===== src/rtl/mult_sequencer.sv =====
// Operand-pair queue that feeds an external sequential multiplier,
// collects its product (or a timeout error) and holds it for the consumer.
module mult_sequencer #(
    parameter int DEPTH   = 2,
    parameter int TIMEOUT = 40
) (
    input  logic        clk,
    input  logic        Reset,
    input  logic        In_valid,
    output logic        In_ready,
    input  logic [31:0] In_multiplicand,
    input  logic [31:0] In_multiplier,
    output logic        Out_valid,
    input  logic        Out_ready,
    output logic [63:0] Out_product,
    output logic        Out_error,
    output logic [31:0] Mul_multiplicand,
    output logic [31:0] Mul_multiplier,
    output logic        Mul_run,
    output logic        Mul_reset,
    input  logic [63:0] Mul_product,
    input  logic        Mul_ready,
    output logic        Busy
);

    localparam int CW = $clog2(DEPTH + 1);
    localparam int PW = (DEPTH > 1) ? $clog2(DEPTH) : 1;
    localparam int TW = $clog2(TIMEOUT + 1);

    typedef enum logic [1:0] {
        IDLE,
        LOAD,
        RUN,
        HOLD
    } state_t;

    state_t state_q, state_d;

    logic [31:0]   fifo_a [DEPTH];
    logic [31:0]   fifo_b [DEPTH];
    logic [PW-1:0] wr_ptr, rd_ptr;
    logic [CW-1:0] count_q;
    logic [TW-1:0] cyc_q;

    logic push, pop;
    logic done_ok, done_to;
    logic head_live;

    function automatic logic [PW-1:0] ptr_next(input logic [PW-1:0] p);
        return (p == PW'(DEPTH - 1)) ? '0 : p + PW'(1);
    endfunction

    assign In_ready  = (count_q < CW'(DEPTH)) && !Reset;
    assign push      = In_valid && In_ready;
    assign pop       = done_ok || done_to;
    assign head_live = (state_q == LOAD) || (state_q == RUN);

    assign Busy      = (state_q != IDLE);
    assign Mul_run   = (state_q == RUN);
    assign Mul_reset = Reset || (state_q == LOAD);

    assign Mul_multiplicand = head_live ? fifo_a[rd_ptr] : '0;
    assign Mul_multiplier   = head_live ? fifo_b[rd_ptr] : '0;

    always_comb begin
        state_d = state_q;
        done_ok = 1'b0;
        done_to = 1'b0;
        unique case (state_q)
            IDLE: begin
                if (count_q != '0) state_d = LOAD;
            end
            LOAD: begin
                state_d = RUN;
            end
            RUN: begin
                // cyc_q == 0 marks the first RUN cycle, where Mul_ready is stale
                if (cyc_q != '0 && Mul_ready) begin
                    done_ok = 1'b1;
                    state_d = HOLD;
                end else if (cyc_q == TW'(TIMEOUT - 1)) begin
                    done_to = 1'b1;
                    state_d = HOLD;
                end
            end
            HOLD: begin
                if (Out_valid && Out_ready)
                    state_d = (count_q != '0) ? LOAD : IDLE;
            end
        endcase
    end

    always_ff @(posedge clk) begin
        if (Reset) begin
            state_q     <= IDLE;
            wr_ptr      <= '0;
            rd_ptr      <= '0;
            count_q     <= '0;
            cyc_q       <= '0;
            Out_valid   <= 1'b0;
            Out_error   <= 1'b0;
            Out_product <= '0;
        end else begin
            state_q <= state_d;

            if (push) wr_ptr <= ptr_next(wr_ptr);
            if (pop)  rd_ptr <= ptr_next(rd_ptr);

            unique case ({push, pop})
                2'b10:   count_q <= count_q + CW'(1);
                2'b01:   count_q <= count_q - CW'(1);
                default: count_q <= count_q;
            endcase

            if (state_q == LOAD)
                cyc_q <= '0;
            else if (state_q == RUN)
                cyc_q <= cyc_q + TW'(1);

            if (done_ok) begin
                Out_product <= Mul_product;
                Out_error   <= 1'b0;
                Out_valid   <= 1'b1;
            end else if (done_to) begin
                Out_product <= '0;
                Out_error   <= 1'b1;
                Out_valid   <= 1'b1;
            end else if (state_q == HOLD && Out_valid && Out_ready) begin
                Out_valid <= 1'b0;
                Out_error <= 1'b0;
            end
        end
    end

    // Storage needs no reset: entries are only read once counted in.
    always_ff @(posedge clk) begin
        if (push) begin
            fifo_a[wr_ptr] <= In_multiplicand;
            fifo_b[wr_ptr] <= In_multiplier;
        end
    end

endmodule


===== config.mk =====
export PLATFORM = sky130hd
export DESIGN_NAME = mult_sequencer
export DESIGN_NICKNAME = d
export VERILOG_FILES = /design/src/rtl/mult_sequencer.sv
export SDC_FILE = /design/constraint.sdc
export NUM_CORES = 1
export LEC_CHECK = 0
export CAP_MARGIN = 20
export CORE_ASPECT_RATIO = 0.75
export CORE_MARGIN = 2
export CORE_UTILIZATION = 41
export CTS_CLUSTER_SIZE = 16
export DETAILED_ROUTE_END_ITERATION = 10
export HOLD_SLACK_MARGIN = 0.15
export PLACE_DENSITY = 0.85
export SYNTH_ARGS = -nofsm -noshare
export SYNTH_HDL_FRONTEND = slang
export SYNTH_SLANG_ARGS = --single-unit

===== constraint.sdc =====
create_clock -name clk -period 4.3 [get_ports clk]
set_input_delay 0.86 -clock clk [delete_from_list [all_inputs] [get_ports clk]]
set_output_delay 0.86 -clock clk [all_outputs]
set_load 0.01 [all_outputs]

# Word level (Yosys, flattened, before mapping)
# Memory sizes are Yosys's and may differ from the RTL's. A register that Yosys moved wholly into a read port is not among the register bits.
# Index checks and enable logic that the tools add are counted.
dict set report classes {
  n_addsub 5
  n_mul 0
  n_div 0
  order_cmp 1
  n_eq_ne 9
  shift 0
  mux 27
  bitwise_logic 0
  n_reduce_logical 21
}
# op n
set op_table {}
lappend op_table {{64-bit 2-to-1 mux} 2}
lappend op_table {{32-bit 2-to-1 mux} 2}
lappend op_table {{1-bit 2-to-1 mux} 17}
lappend op_table {{2-bit nonzero test} 5}
lappend op_table {{2-bit 2-to-1 mux} 4}
lappend op_table {{2-bit one-hot mux with 4 select lines} 1}
lappend op_table {{6-bit by 1-bit adder with 6-bit output, second input constant} 1}
lappend op_table {{2-bit equality test, second input constant} 3}
lappend op_table {{6-bit equality test, second input constant} 1}
lappend op_table {{1-bit logical AND} 6}
lappend op_table {{6-bit nonzero test} 1}
lappend op_table {{2-bit by 1-bit equality test with 1-bit output, second input constant} 2}
lappend op_table {{2-bit != test, second input constant} 2}
lappend op_table {{2-bit one-hot mux with 2 select lines} 1}
lappend op_table {{2-bit OR reduction} 2}
lappend op_table {{1-bit logical OR} 3}
lappend op_table {{3-bit by 1-bit != test with 1-bit output, second input constant} 1}
lappend op_table {{3-bit AND reduction} 1}
lappend op_table {{3-bit nonzero test} 1}
lappend op_table {{1-bit adder, second input constant} 2}
lappend op_table {{2-bit by 1-bit adder with 2-bit output, second input constant} 1}
lappend op_table {{2-bit zero test} 1}
lappend op_table {{2-bit < comparator, second input constant} 1}
lappend op_table {{2-bit by 1-bit subtractor with 2-bit output, second input constant} 1}
lappend op_table {{1-bit zero test} 1}
dict set report word_totals {
  reg_bits 78
  latch_bits 0
  ram_bits 128
  romBits 0
  inputBits 133
  output_inout_bits 134
  mem_count 2
}
# name words width rd rd_ports_with_merged_regs write_ports line_no
set memory_table {}
lappend memory_table {fifo_a 2 32 1 1 1 39} ;# logic [31:0] fifo_a [DEPTH];
lappend memory_table {fifo_b 2 32 1 1 1 40} ;# logic [31:0] fifo_b [DEPTH];

# Depth between registers and ports, before layout
# Gate-level depths: netlist of run 1.
dict set report depth {
  ltp_word 7
  mapped_depth 11
}

# Least setup slack after synthesis of run 1
# Ideal clock, no wire load.
dict set report synth_timing {
  path_type {input-to-reg}
  from {input port Reset}
  to {memory fifo_a[0][0], enable pin}
  setup_ns 0.486
  t_arrival_ns 4.121
  t_required_ns 3.814
  path_slack_ns -0.307
  stages 4
  path_cell_list {clkbuf_1 > nor2_1 > nand2_1 > nor2_1}
}
dict set report synth_between {
  elab_chain_len 5
}
# element line_no
set synth_rtl {}
lappend synth_rtl {{start: declaration} 8} ;# input logic Reset,
lappend synth_rtl {{1-bit zero test} 53} ;# assign In_ready = (count_q < CW'(DEPTH)) && !Reset;
lappend synth_rtl {{1-bit logical AND} 53}
lappend synth_rtl {{named net In_ready} 10} ;# output logic In_ready,
lappend synth_rtl {{1-bit logical AND} 54} ;# assign push = In_valid && In_ready;
lappend synth_rtl {{1-bit 2-to-1 mux} 137} ;# if (push) begin
lappend synth_rtl {{1-bit 2-to-1 mux (not written as such)} 138} ;# fifo_a[wr_ptr] <= In_multiplicand;
lappend synth_rtl {{end: declaration} 39}
# The timed path passes the listed nets, and every way through them passes these cells.

# Final worst setup path of run 1
dict set report layout_timing {
  from {register state_q[0]}
  to {output port Mul_multiplier[5]}
}
dict set report layout_between {
  elab_chain_len 3
  word_cells_on_any_way 4
}
# element line_no
set layout_rtl {}
lappend layout_rtl {{start: declaration} 37} ;# state_t state_q, state_d;
lappend layout_rtl {{start signal: assignment} 104} ;# state_q <= state_d;
lappend layout_rtl {{2-bit by 1-bit equality test with 1-bit output or 2-bit equality test (tied branches)} 56} ;# assign head_live = (state_q == LOAD) || (state_q == RUN);
lappend layout_rtl {{1-bit logical OR *} 56}
lappend layout_rtl {{32-bit 2-to-1 mux *} 63} ;# assign Mul_multiplier = head_live ? fifo_b[rd_ptr] : '0;
lappend layout_rtl {{end: declaration} 18} ;# output logic [31:0] Mul_multiplier,
# Mark *: on every way between the ends. The rest lies on a longest branch, timed or not.

==> run summary, run 1 <==
Run status = finished, final reports clean
Number of diodes added for antenna fixing = 0
Layout overhead on the synthesized area = 44.75%
Initial Utilization = 0.4208
Worst IR Drop VDD = 0.0002564 V
Multiplexer fraction of the synthesized cell area = 0.08875
Leak Pwr = 3.748 nW
H-tree depth reported by CTS = 1
Drt drc = 0
Share of total power consumed by net switching = 0.2451
Distinct cell type count of the synthesized netlist = 35
Clock slew at reported path FFs = 0.06 ns
Synth Register Bits = 207
Worst EP required = 3.44 ns
Cell count of the worst reg-to-reg path = 9
Number of iterations in the first detailed-routing pass = 5
Normalized max-slew margin = 0.5254
Maximum number of buffers from clock root to sink = 3
Hold path start = Out_valid$_SDFFE_PP0P_
Fin Setup TNS = 0 ns
Number of buffers and inverters on the critical path = 3
Delay of the slowest cell on the worst path = 0.59 ns
Post-layout total power = 0.005078 W
Count of input and output buffers = 266
Number of rows in the core area = 43
Number of enable-type register cells in the synthesized netlist = 128
Count of placed standard cells including taps = 995
Weighted congestion reported at the end of routability-driven placement = 0.7548
Final hold violation count = 0
Setup violation total in the final timing report = 0
Simple-gate portion of the synthesized area = 0.07161
Endpoint of the most critical register-to-register path = count_q[1]$_SDFFE_PP0P_
Hold Path End = Out_valid$_SDFFE_PP0P_
Post-route core utilization = 0.6090
Worst setup EP type = output port
Final worst path period share = 0.7736
Final Max Tran Viols = 0
Max-cap violation count = 0
Worst skew pair latency = 0.48 ns
Routed via count divided by cell count = 5.083
HPWL after detailed placement = 12460 microns
Wire length of the first global-routing pass = 27210 microns
Number of standard cells in the final layout excluding fillers = 1030
Die ar. = 20180 sq um
Antenna violations before repair = 0
List of most frequent post-synthesis cells = edfxtp_1, dfxtp_1, mux2i_1, nor2b_1, a32o_1
Number of synthesis warnings = 0
Compound-cell area share of the yosys netlist = 0.09324
Shortest period the worst path allows = 3.326 ns
Fraction of post-synthesis cell area in the top cell type by area = 0.4921
Top achievable clock speed = 300.6 MHz
Combinational family with the most area after synthesis = compound AO/OA/AOI/OAI gates
Number of cells produced by synthesis = 511
Worst Setup Start Kind = register
Wire length per cell = 17.84 microns
Maximum number of pins on one net before global-route repair = 69
Combinational group share of total power = 0.244
Fill count = 1423
Hold Path Cell Cnt = 2
CP max-delay cell = clkdlybuf4s50_1
Launch point of the worst reg-to-reg path = cyc_q[0]$_SDFFE_PP0P_
Mean instance size in the synthesized netlist = 15.28 sq um
Buffer cell driving the clock tree root = clkbuf_16
Cell Area, Synth = 7810 sq um
Ys flop type = edfxtp_1
Crit path kind = reg2out
Total of cells resized after clock tree synthesis = 0
CTS Buf Count = 21
Fraction of layout instances using a drive strength above 1 = 0.05747
Biggest area contributors in the synthesized netlist = edfxtp_1, dfxtp_1, mux2i_1, a32o_1, nor2b_1
WP data arrival = 2.47 ns
Initial DRC Count = 316
DRT antenna net count = 0
Clk pwr share = 0.323
Critical path cell sequence = inv_1 > ha_1 > buf_4 > nor2b_1 > clkdlybuf4s50_1
Largest area contributor in the netlist = edfxtp_1
Top Family by Delay on Critical Path = buffers and inverters
Net switching power of the design = 0.001245 W
Via count = 5235
GRT Total Usage = 0.1733
Via count of the first global-routing pass = 5035
Type of the most critical hold path = reg2reg
Maximum net fanout on the critical path = 42
Power Density = 449.2 nW/um^2
I/O pin cnt = 267
Number of buffers inserted by post-CTS setup repair = 0
Setup repair after global routing missed its margin = false
Post-detailed-routing wire length = 18370 microns
Syn Nets = 652
Most common cell in the netlist = edfxtp_1
Share of synthesized cell area in full adder, half adder and majority cells = 0.01282
Core ar. = 18560 sq um
Worst-case register-to-register setup slack = 1.95 ns
Clk_skew = 0.008661 ns
Number of hold buffers added after cts = 0
Proportion of synthesized chip area in sequential cells = 0.6946
Height of the die = 123.5 microns
Area share of xor/xnor cells in the synthesized design = 0.007850
Die Span X = 163.4 microns
Ys async rst share = 0
Internal power of the cells = 0.003834 W
Pin slew with the least headroom to its limit = 0.7120 ns
Clock Sink Count = 207
CTS tree = built
Grt total ovfl = 0
Final net count = 912
Sequential share of power = 0.433
[tightest hold or removal path, delay by kind of cell, from the launching register on]
| kind | cells | cell delay [ns] |
|---|---|---|
| DFF | 1 | 0.33 |
| AOI/OAI and AO/OA | 1 | 0.06 |
| and+or+nand+nor | 1 | 0.06 |
[power by group through the flow]
stage          combinational [W]  sequential (W)  clock, W
6_report                 0.00124         0.00220   0.00164
5_1_grt                  0.00134         0.00220   0.00175
4_1_cts                  0.00126         0.00220   0.00169
3_5_place_dp             0.00125         0.00224         0
3_3_place_gp             0.00124         0.00224         0
2_1_floorplan           0.000542         0.00224         0
[flip-flops by register name, indices dropped and copies added, names as in the netlist, named ones only]
signal,cells
wr_ptr,1
state_q,2
Out_valid,1
Out_product,64
Out_error,1
rd_ptr,1
fifo_a,64
cyc_q,6
count_q,2
fifo_b,64
[final cells by class]
class,count,area [sq um],share of cell area
clock buffers,29,585.6,0.05180
multi-input cells,259,2160,0.1910
repair buffers,275,2768,0.2448
flip-flops and latches,207,5429,0.4802
inverters,7,26.28,0.002324
well taps,247,309.0,0.02734
clock inverters,6,27.53,0.002435
[logic make-up after synthesis]
logic type | after synthesis
AND/OR/NAND/NOR | 97
flip-flops | 207
XOR/XNOR | 7
AO/OA/AOI/OAI | 78
adder cells (fa/ha/maj) | 8
buffers and inverters | 45
multiplexers | 69
[worst max path at each step]
stage | cells after the start | endpoint | slack (ns) | startpoint
5_1_grt | 5 | Mul_multiplier[5] | 0.78 | state_q[0]$_SDFFE_PP0P_
6_report | 5 | Mul_multiplier[5] | 0.97 | state_q[0]$_SDFFE_PP0P_
3_3_place_gp | 3 | Mul_reset | 1.06 | Reset
4_1_cts | 5 | Mul_multiplier[5] | 0.90 | state_q[0]$_SDFFE_PP0P_
3_5_place_dp | 3 | Mul_reset | 1.05 | Reset
2_1_floorplan | 4 | fifo_a[0][0]$_DFFE_PP_ | 0.76 | Reset
[per-stage QoR]
| step | hold slack, ns | setup WS (ns) | instance area [sq um] |
|---|---|---|---|
| 2_1_floorplan | 0.4677 | 0.7618 | 7812 |
| 3_3_place_gp | 0.4737 | 1.063 | 10690 |
| 3_5_place_dp | 0.4830 | 1.048 | 10690 |
| 4_1_cts | 0.4904 | 0.9044 | 11300 |
| 5_1_grt | 0.5112 | 0.7823 | 11300 |
| 6_report | 0.4925 | 0.9736 | 11300 |
[cell usage in the layout, fill, tap and decap left out, drive strengths merged]
| cell type | netlist | layout |
|---|---|---|
| dfxtp | 79 | 79 |
| ha | 8 | 8 |
| a32o | 64 | 64 |
| or3 | 2 | 2 |
| or4b | 1 | 1 |
| o21ai | 5 | 5 |
| inv | 6 | 7 |
| clkdlybuf4s50 | 0 | 266 |
| nor2 | 12 | 12 |
| xnor2 | 2 | 2 |
| o22ai | 1 | 1 |
| buf | 17 | 9 |
| nor2b | 65 | 65 |
| clkbuf | 21 | 29 |
| a211oi | 1 | 1 |
| edfxtp | 128 | 128 |
| or2 | 1 | 1 |
| clkinv | 1 | 6 |
| a22o | 1 | 1 |
| nand2 | 9 | 9 |
| xor2 | 5 | 5 |
| and3 | 2 | 2 |
| nand4 | 3 | 3 |
| mux2i | 67 | 67 |
| nand3 | 1 | 1 |
| o21a | 1 | 1 |
| and4 | 1 | 1 |
| mux2 | 2 | 2 |
| a21oi | 3 | 3 |
| a22oi | 1 | 1 |
| a31oi | 1 | 1 |
[layer usage]
layer	routed length [microns]	vias to the layer above	GRT usage	share of wire
met3	1707	27	0.05971	0.093
met2	8817	231	0.2896	0.48
met5	0	-	0	0
li1	-	2471	-	-
met1	7506	2506	0.2184	0.41
met4	343	0	0.04038	0.019
No activity file was read; power rests on OpenSTA's default activity.
==> run 2, diff against run 1 <==
--- a/config.mk
+++ b/config.mk
@@ -8,11 +8,11 @@
 export CAP_MARGIN = 20
 export CORE_ASPECT_RATIO = 0.75
 export CORE_MARGIN = 2
-export CORE_UTILIZATION = 41
+export CORE_UTILIZATION = 45
 export CTS_CLUSTER_SIZE = 16
 export DETAILED_ROUTE_END_ITERATION = 10
 export HOLD_SLACK_MARGIN = 0.15
-export PLACE_DENSITY = 0.85
+export PLACE_DENSITY = 0.88
 export SYNTH_ARGS = -nofsm -noshare
 export SYNTH_HDL_FRONTEND = slang
 export SYNTH_SLANG_ARGS = --single-unit
==> constraint.sdc (replaced) <==
create_clock -name clk -period 3.2 [get_ports clk]
set_input_delay 0.64 -clock clk [delete_from_list [all_inputs] [get_ports clk]]
set_output_delay 0.64 -clock clk [all_outputs]
set_load 0.01 [all_outputs]
==> run 2 against run 1 <==
- via count rose by 0.40%
- register-to-register slack worse by 1.1 ns
- worst setup slack lost 0.82 ns
==> run summary, run 2 (synthesis results as in run 1) <==
Initial DRC Count = 363
Net switching power of the design = 0.001676 W
Wire length per cell = 19.34 microns
Worst Setup Start Kind = register
H-tree depth reported by CTS = 1
Final Max Tran Viols = 0
Max-cap violation count = 0
Number of diodes added for antenna fixing = 0
Fraction of layout instances using a drive strength above 1 = 0.06226
Hold Path Cell Cnt = 1
Via count of the first global-routing pass = 5225
Core ar. = 16930 sq um
Height of the die = 118.1 microns
CTS Buf Count = 21
Critical path cell sequence = inv_1 > ha_1 > buf_4 > nor2b_1 > clkdlybuf4s50_1
Number of buffers and inverters on the critical path = 3
Layout overhead on the synthesized area = 44.82%
Internal power of the cells = 0.005139 W
Commonest cells after routing, fill and taps aside = clkdlybuf4s50_1, edfxtp_1, dfxtp_1
Worst setup EP type = output port
Hold Path End = Out_product[43]$_SDFFE_PP0P_
Share of total power consumed by net switching = 0.2459
Via count = 5256
Grt total ovfl = 0
Weighted congestion reported at the end of routability-driven placement = 0.7545
Combinational group share of total power = 0.246
Worst-case register-to-register setup slack = 0.84 ns
Total of cells resized after clock tree synthesis = 0
Fill count = 1166
HPWL after detailed placement = 13480 microns
Wire length of the first global-routing pass = 28860 microns
Final worst path period share = 0.9512
Delay of the slowest cell on the worst path = 0.57 ns
Buffer cell driving the clock tree root = clkbuf_16
Worst IR Drop VDD = 0.0004600 V
Fin Setup TNS = 0 ns
Routed via count divided by cell count = 5.246
Crit path kind = reg2out
Cell count of the worst reg-to-reg path = 9
Worst EP required = 2.56 ns
Maximum net fanout on the critical path = 37
Count of input and output buffers = 266
Final net count = 916
Initial Utilization = 0.4613
Number of rows in the core area = 41
WP data arrival = 2.40 ns
Die Span X = 156.1 microns
CTS tree = built
Endpoint of the most critical register-to-register path = count_q[1]$_SDFFE_PP0P_
Clock slew at reported path FFs = 0.06 ns
Clk_skew = 0.006652 ns
Final hold violation count = 0
Launch point of the worst reg-to-reg path = cyc_q[0]$_SDFFE_PP0P_
Clk pwr share = 0.320
Antenna violations before repair = 1
Worst skew pair latency = 0.48 ns
I/O pin cnt = 267
Post-detailed-routing wire length = 19380 microns
Top Family by Delay on Critical Path = buffers and inverters
Run status = finished, final reports clean
Pin slew with the least headroom to its limit = 0.7419 ns
Number of iterations in the first detailed-routing pass = 5
Hold path start = Out_product[43]$_SDFFE_PP0P_
Commonest non-fill, non-tap cell in the layout = clkdlybuf4s50_1
Setup violation total in the final timing report = 0
Clock Sink Count = 207
Type of the most critical hold path = reg2reg
Number of buffers inserted by post-CTS setup repair = 0
GRT Total Usage = 0.2017
Top achievable clock speed = 328.5 MHz
Leak Pwr = 3.772 nW
Die ar. = 18440 sq um
Maximum number of pins on one net before global-route repair = 69
Drt drc = 0
Power Density = 602.4 nW/um^2
Sequential share of power = 0.434
Setup repair after global routing missed its margin = false
Worst hold margin = 0.4903 ns
Biggest regs = Out_product x64, fifo_a x64, fifo_b x64
Maximum number of buffers from clock root to sink = 3
Shortest period the worst path allows = 3.044 ns
DRT antenna net count = 0
Normalized max-slew margin = 0.5054
Number of hold buffers added after cts = 0
CP max-delay cell = clkdlybuf4s50_1
-- run 2: cell count changes in the layout (fill, tap and decap cells not counted), sizes merged --
cell / before / now
buf: 9 / 13
clkbuf: 29 / 28
clkinv: 6 / 7
-- run 2: routing by layer --
layer	share of wire	global-route usage
met1	0.39	0.2366
met2	0.49	0.3462
met3	0.10	0.08432
met4	0.018	0.04358
met5	0	0
-- run 2: worst max-delay path by stage --
stage / cells past startpoint / from / slack, ns / to
finish: 5 / state_q[0]$_SDFFE_PP0P_ / 0.16 / Mul_multiplicand[5]
global route: 5 / state_q[0]$_SDFFE_PP0P_ / 0.02 / Mul_multiplier[10]
CTS: 5 / state_q[0]$_SDFFE_PP0P_ / 0.14 / Mul_multiplicand[5]
detailed placement: 4 / Reset / 0.55 / In_ready
global placement: 4 / Reset / 0.57 / In_ready
floorplan: 3 / Reset / 0.10 / fifo_a[1][0]$_DFFE_PP_
-- run 2: worst register-to-register path, cell delays in order, from the launching register on --
cell and delay, ns:
dfxtp_1 0.34, inv_1 0.07, ha_1 0.14, or4b_1 0.46, o21a_1 0.24, o21ai_4 0.15
inv_2 0.07, ha_1 0.31, or3_1 0.37, a21oi_1 0.14
-- run 2: power by group through the flow --
stage | Sequential, W | Combinational, W | Clock, W
after CTS | 0.00296 | 0.00169 | 0.00223
after global routing | 0.00296 | 0.00179 | 0.00233
after floorplan | 0.00301 | 0.000728 | 0
final | 0.00296 | 0.00168 | 0.00218
after global placement | 0.00301 | 0.00165 | 0
after detailed placement | 0.00302 | 0.00168 | 0
-- run 2: stage by stage --
stage | utilization | setup slack (ns) | cell area, sq um | std cells | total power, W
global route | 0.6681 | 0.02049 | 11310 | 1002 | 0.007087
floorplan | - | 0.1028 | 7818 | 511 | 0.003740
finish | 0.6681 | 0.1561 | 11310 | 1002 | 0.006814
global placement | 0.6324 | 0.5675 | 10710 | 967 | 0.004665
detailed placement | 0.6324 | 0.5548 | 10710 | 967 | 0.004697
CTS | 0.6681 | 0.1437 | 11310 | 1002 | 0.006878
-- run 2: final cells by class --
cell class              instances  area (sq um)  share of cell area
flip-flops and latches        207          5429              0.4800
clock inverters                 7         32.53            0.002876
clock buffers                  28         571.8             0.05055
well taps                     215         269.0             0.02378
repair buffers                279          2823              0.2496
multi-input cells             259          2160              0.1909
inverters                       7         26.28            0.002323
==> run 3, diff against run 2 <==
--- a/config.mk
+++ b/config.mk
@@ -9,10 +9,11 @@
 export CORE_ASPECT_RATIO = 0.75
 export CORE_MARGIN = 2
 export CORE_UTILIZATION = 45
-export CTS_CLUSTER_SIZE = 16
+export CTS_CLUSTER_SIZE = 20
 export DETAILED_ROUTE_END_ITERATION = 10
 export HOLD_SLACK_MARGIN = 0.15
 export PLACE_DENSITY = 0.88
+export SLEW_MARGIN = 15
 export SYNTH_ARGS = -nofsm -noshare
 export SYNTH_HDL_FRONTEND = slang
 export SYNTH_SLANG_ARGS = --single-unit
==> results of run 3 <==
No change in the layout: final DEF, timing and power equal those of run 2.
